## src/rtl/palette_colorizer.sv

```systemverilog
// rtl/palette_colorizer.sv - maps world/icon pixel codes to RGB through two writable palettes,
// with frame-counted icon blink and a 2-stage registered pipeline.
module palette_colorizer #(
  parameter int CW           = 4,
  parameter int PW           = 2,
  parameter int BLINK_FRAMES = 30
) (
  input  logic            clock,
  input  logic            reset,
  input  logic            video_on,
  input  logic            frame_tick,
  input  logic [PW-1:0]   world_pixel,
  input  logic [PW-1:0]   icon,
  input  logic            blink_en,
  input  logic            pal_we,
  input  logic            pal_sel,
  input  logic [PW-1:0]   pal_addr,
  input  logic [3*CW-1:0] pal_data,
  output logic [CW-1:0]   red,
  output logic [CW-1:0]   green,
  output logic [CW-1:0]   blue
);

  localparam int RW    = 3 * CW;
  localparam int DEPTH = 1 << PW;
  localparam logic [CW-1:0] FULL = '1;
  localparam logic [CW-1:0] ZERO = '0;
  localparam logic [7:0] BLINK_LAST = 8'(BLINK_FRAMES - 1);

  function automatic logic [RW-1:0] world_init(input int idx);
    case (idx)
      1:       world_init = {ZERO, ZERO, ZERO};
      2:       world_init = {FULL, ZERO, ZERO};
      3:       world_init = {FULL, ZERO, FULL};
      default: world_init = {FULL, FULL, FULL};
    endcase
  endfunction

  function automatic logic [RW-1:0] icon_init(input int idx);
    icon_init = (idx == 0) ? {ZERO, ZERO, ZERO} : {ZERO, FULL, ZERO};
  endfunction

  logic [RW-1:0] world_pal [DEPTH];
  logic [RW-1:0] icon_pal  [DEPTH];

  logic [7:0]    blink_cnt;
  logic          blink_phase;

  logic          s1_video;
  logic [PW-1:0] s1_world;
  logic [PW-1:0] s1_icon;
  logic          s1_icon_vis;
  logic [RW-1:0] rgb;

  // Reset takes priority, so a write presented during reset is dropped.
  always_ff @(posedge clock) begin
    if (reset) begin
      for (int i = 0; i < DEPTH; i++) begin
        world_pal[i] <= world_init(i);
        icon_pal[i]  <= icon_init(i);
      end
    end else if (pal_we) begin
      if (pal_sel) icon_pal[pal_addr]  <= pal_data;
      else         world_pal[pal_addr] <= pal_data;
    end
  end

  always_ff @(posedge clock) begin
    if (reset || !blink_en) begin
      blink_cnt   <= 8'd0;
      blink_phase <= 1'b0;
    end else if (frame_tick) begin
      if (blink_cnt == BLINK_LAST) begin
        blink_cnt   <= 8'd0;
        blink_phase <= ~blink_phase;
      end else begin
        blink_cnt <= blink_cnt + 8'd1;
      end
    end
  end

  always_ff @(posedge clock) begin
    if (reset) begin
      s1_video    <= 1'b0;
      s1_world    <= '0;
      s1_icon     <= '0;
      s1_icon_vis <= 1'b0;
    end else begin
      s1_video    <= video_on;
      s1_world    <= world_pixel;
      s1_icon     <= icon;
      s1_icon_vis <= (icon != '0) && !(blink_en && blink_phase);
    end
  end

  // Palette lookup happens here, so a write at edge e is seen by the pixel sampled at e.
  always_ff @(posedge clock) begin
    if (reset || !s1_video) rgb <= '0;
    else if (s1_icon_vis)   rgb <= icon_pal[s1_icon];
    else                    rgb <= world_pal[s1_world];
  end

  assign red   = rgb[RW-1 -: CW];
  assign green = rgb[2*CW-1 -: CW];
  assign blue  = rgb[CW-1:0];

endmodule

```

## config.mk

```make
export PLATFORM = sky130hd
export DESIGN_NAME = palette_colorizer
export DESIGN_NICKNAME = d
export VERILOG_FILES = /design/src/rtl/palette_colorizer.sv
export SDC_FILE = /design/constraint.sdc
export NUM_CORES = 1
export LEC_CHECK = 0
export CELL_PAD_IN_SITES_DETAIL_PLACEMENT = 0
export CELL_PAD_IN_SITES_GLOBAL_PLACEMENT = 1
export CORE_MARGIN = 1.5
export CORE_UTILIZATION = 39
export DETAILED_ROUTE_END_ITERATION = 8
export PLACE_DENSITY = 0.65
export REMOVE_ABC_BUFFERS = 1
export SYNTH_ARGS = -nofsm -noshare
export SYNTH_HDL_FRONTEND = slang
export SYNTH_SLANG_ARGS = --single-unit
```

## constraint.sdc

```tcl
create_clock -name clock -period 2.4 [get_ports clock]
set_input_delay 0.48 -clock clock [delete_from_list [all_inputs] [get_ports clock]]
set_output_delay 0.48 -clock clock [all_outputs]
set_load 0.02 [all_outputs]
```

After elaboration in Yosys (flattened, before gate mapping)
Memories as Yosys holds them, arrays and structs flattened. A register that Yosys moved wholly into a read port is not among the register bits.
Cells that the tools add are included.

word-level totals
  memories = 2
  bits in registers = 23
  bits of input ports = 25
  memory bits (writable) = 96
  bits in latches = 0
  memory bits (read-only) = 0

memories
  name       depth  width  rd ports  clocked after memory_dff  write ports  line  source
  icon_pal   4      12     1         1                         4            44    logic [RW-1:0] icon_pal [DEPTH];
  world_pal  4      12     1         1                         4            43    logic [RW-1:0] world_pal [DEPTH];

cells by class
  reductions and logical operators = 11
  divide/modulo/power cells = 0
  shifts and indexed selects = 0
  add/subtract/negate cells = 1
  equality and inequality tests = 1
  bitwise gates (word level) = 1
  muxes and demuxes = 24
  magnitude comparators = 0
  multiply operators = 0

operators with widths
  operator               number
  $mux W12               7
  $reduce_or A12 Y1      2
  $mux W1                12
  $add A8 B1 Y8 const B  1
  $eq A8 B5 Y1 const B   1
  $mux W2                4
  $mux W8                1
  $logic_not A1 Y1       3
  $logic_and A1 B1 Y1    2
  $logic_or A1 B1 Y1     2
  $reduce_and A2 Y1      1
  $reduce_bool A2 Y1     1
  $not A1 Y1             1

Depth between registers and ports, before layout
  depth in word-level cells = 6
  depth in mapped cells = 5

Worst setup path before layout
Ideal clock, no wire load.

  path type = in2reg
  start = in reset
  end = mem world_pal[0][0] (netlist name), enable pin
  data required time = 2.079 ns
  data arrival time = 1.561 ns
  buffers on the path = 2
  slack = 0.517 ns
  stages = 5
  path through = buf_6 -> nor3b_4 -> nor3b_2 -> buf_2 -> or2_2

RTL lines
  what                line  source
  start: declaration  9     input logic reset,
  end: declaration    43

==> summary.md <==
| Metric | Value |
|---|---|
| Outcome | finished clean |
| Fin nets | 422 |
| Net Switching | 1.081 mW |
| Tcrit/Tclk final | 78.57% |
| Total power | 5.247 mW |
| Post-synth top area share | 55.21% |
| Largest net degree at the start of global routing | 17 |
| Mean post-synth cell area | 15.49 um2 |
| Vias | 2,963 |
| Metal2 WL | 5585 um |
| Routed length per placed instance | 19.01 um |
| FP Rows | 42 |
| Synth async-reset ratio | 0% |
| Buffers on Ports | 36 |
| Sw frac | 20.60% |
| Area of the multi-input gates | 1707 um2 |
| Startpoint type of the worst setup path | input pin |
| Leakage | 2.265 nW |
| GRT overflow | 0 |
| Clock latency on the worst-skew pair | 0.42 ns |
| Skew final | 0.01320 ns |
| Count of hold buffers inserted by post-cts repair | 0 |
| Synthesized area | 5221 um2 |
| Sequential fraction of the synthesis area | 65.56% |
| Synth Register Bits | 123 |
| Final ANT Viol Nets | 0 |
| Met1 WL | 4827 um |
| Die Ht | 118.7 um |
| Peak supply drop | 0.4718 mV |
| Final count of pins violating max slew | 0 |
| Worst EP required | 2.52 ns |
| Dominant cells by area after synthesis | edfxtp_1 55%, dfxtp_1 10%, mux4_2 10%, and2_1 6.4%, nand2b_1 4.0% |
| Measured slew at the worst slew-check pin | 0.6706 ns |
| Crit. End Element | flop |
| P&R area growth vs syn | 23.70% |
| Tmin final | 1.886 ns |
| Ys Warns | 0 |
| RD Place Congestion | 0.7630 |
| Synth Flop Type | edfxtp_1 |
| Clock buffer depth | 2 |
| Worst-path clk slew | 0.05 ns |
| First-pass GRT wire length | 17,510 um |
| Max stage delay on crit path | 0.61 ns |
| Clock network fraction of total power | 46.2% |
| HPWL after DPL | 7339 um |
| Worst min path class | reg -> reg |
| Post-CTS setup buffer count | 0 |
| Clock Sinks | 123 |
| Fin. Hold Viols | 0 |
| N_diodes | 0 |
| Cell accounting for the most synthesized area | edfxtp_1 |
| Io pins | 37 |
| Initial DRC Count | 163 |
| Max Used Layer | met4 |
| Cells along the critical path | clkdlybuf4s50_1 > and3b_1 > nor3b_1 > buf_4 > or2_2 |
| Seq pwr share | 47.1% |
| Register area | 3423 um2 |
| Max-cap violations | 0 |
| Worst Path Max Fanout | 12 |
| Setup tns final | 0 ns |
| Post-CTS sizing | 0 |
| Vias per std cell | 5.074 |
| Initial Utilization | 39.74% |
| Gr usage total | 17.44% |
| Core ar. | 13,140 um2 |
| Initial antenna violation count | 0 |
| Highest Clock Rate | 0.5303 GHz |
| Critical path arrival | 2.01 ns |
| Drt first pass iters | 4 |
| Critical path class | in -> reg |
| Synth cell types | 42 |
| RSZ-0062 raised after global routing | no |
| Power Dens Cells | 812.3 nW/um2 |
| CTS Buf Count | 17 |
| Filler cell count | 1,156 |
| Syn Inst Count | 337 |
| Comb pwr share | 6.7% |
| Int Power | 4.166 mW |
| EDFF count, synth | 96 |
| Root buf cell | clkbuf_16 |
| CTS tree | done |
| Chip Width | 118.7 um |
| Share of cells above drive strength 1 | 20.10% |
| CP max stage cell | clkdlybuf4s50_1 |
| Max-slew headroom | 55.23% |
| Wire length on met3 | 419 um |
| Number of global-route vias before repair | 3,173 |
| DR DRC count | 0 |
| H-tree depth | 4 |
| Total die area | 14,090 um2 |
| Final setup fails | 0 |
| Final WL | 11,100 um |
==> stage by stage <==
step | instances | util (%) | hold slack (ns) | area, um2 | setup slack, ns
after floorplan | 320 | - | 0.4191 | 5141 | 0.3200
after global placement | 552 | 44.89 | 0.4437 | 5897 | 0.09636
after detailed placement | 552 | 44.89 | 0.4659 | 5897 | 0.07879
after CTS | 584 | 49.16 | 0.4692 | 6459 | 0.5114
after global routing | 584 | 49.16 | 0.5017 | 6459 | 0.3764
final | 584 | 49.16 | 0.4626 | 6459 | 0.5143
==> synth_stat cells, types with 5 or more instances <==
cell,count
a22o_1,12
mux4_2,24
nor2b_1,6
or2_2,5
dfxtp_1,27
nor2_1,5
a21oi_1,5
clkbuf_1,10
and3_1,9
o21ai_0,5
nand2b_1,33
edfxtp_1,96
and2_1,53
==> kinds of logic (layout without fill, tap and decap cells) <==
logic type / Yosys count / count (layout) / synth area share (%)
compound gates: 29 / 29 / 4.194
fa+ha+maj: 2 / 2 / 0.4792
buf+inv: 20 / 91 / 1.749
mux: 24 / 24 / 10.35
flops: 123 / 123 / 65.56
xor+xnor: 3 / 3 / 0.5033
simple gates: 136 / 136 / 17.16
==> cell usage in the layout, fill, tap and decap left out, drive strengths merged, types with 3 or more instances in the layout <==
cell,Yosys,final
nor2,5,5
and2,53,53
nand4,3,3
or2,5,5
or3,3,3
clkdlybuf4s50,0,36
nor2b,6,6
and3,9,9
a21oi,5,5
edfxtp,96,96
clkinv,0,8
mux4,24,24
inv,3,3
nor3b,5,5
o21ai,5,5
nand2,3,3
a22o,12,12
clkbuf,11,22
buf,6,20
or2b,4,4
nand2b,33,33
dfxtp,27,27
==> layout make-up <==
cell class / count / area share [%]
Clock buffer: 22 / 7.187
Sequential cell: 123 / 53.00
Tap cell: 176 / 3.410
Clock inverter: 10 / 1.511
Inverter: 3 / 0.1744
Timing Repair Buffer: 56 / 8.291
Multi-Input combinational cell: 194 / 26.42
==> critical path: cells and delay by family <==
family,cells,cell delay [ns]
simple gates,3,0.78
buf+inv,2,0.76
==> worst paths after layout <==
check                           slack, ns  cells after the start                      endpoint                       from
worst max-delay path                 0.51                      5  icon_pal[1][6]$_SDFFCE_PN1P_                      reset
worst min-delay path                 0.46                      1        s1_icon_vis$_SDFF_PP0_   blink_phase$_SDFFE_PP0P_
worst max register to register       0.60                      4     blink_cnt[1]$_SDFFE_PP0P_  blink_cnt[0]$_SDFFE_PP0P_
worst min register to register       0.46                      1        s1_icon_vis$_SDFF_PP0_   blink_phase$_SDFFE_PP0P_
==> metal layers <==
layer / vias up / track usage, %
met4: 0 / 8.584
met1: 1500 / 22.12
li1: 1381 / -
met5: - / 0
met2: 67 / 28.27
met3: 15 / 4.006
==> state kept, by name (all words and copies together), names as in the netlist, named ones only <==
name and cells:
world_pal 48, blink_cnt 8, s1_video 1, icon_pal 48, blink_phase 1, rgb 12, s1_icon_vis 1
==> power by group through the flow <==
stage	sequential, mW	clock, mW	combinational (mW)
after floorplan	2.51	0	0.163
after global placement	2.51	0	0.356
after detailed placement	2.51	0	0.360
after CTS	2.47	2.45	0.361
after global routing	2.48	2.54	0.380
final	2.47	2.42	0.354
Power figures use the tool's default switching activity.
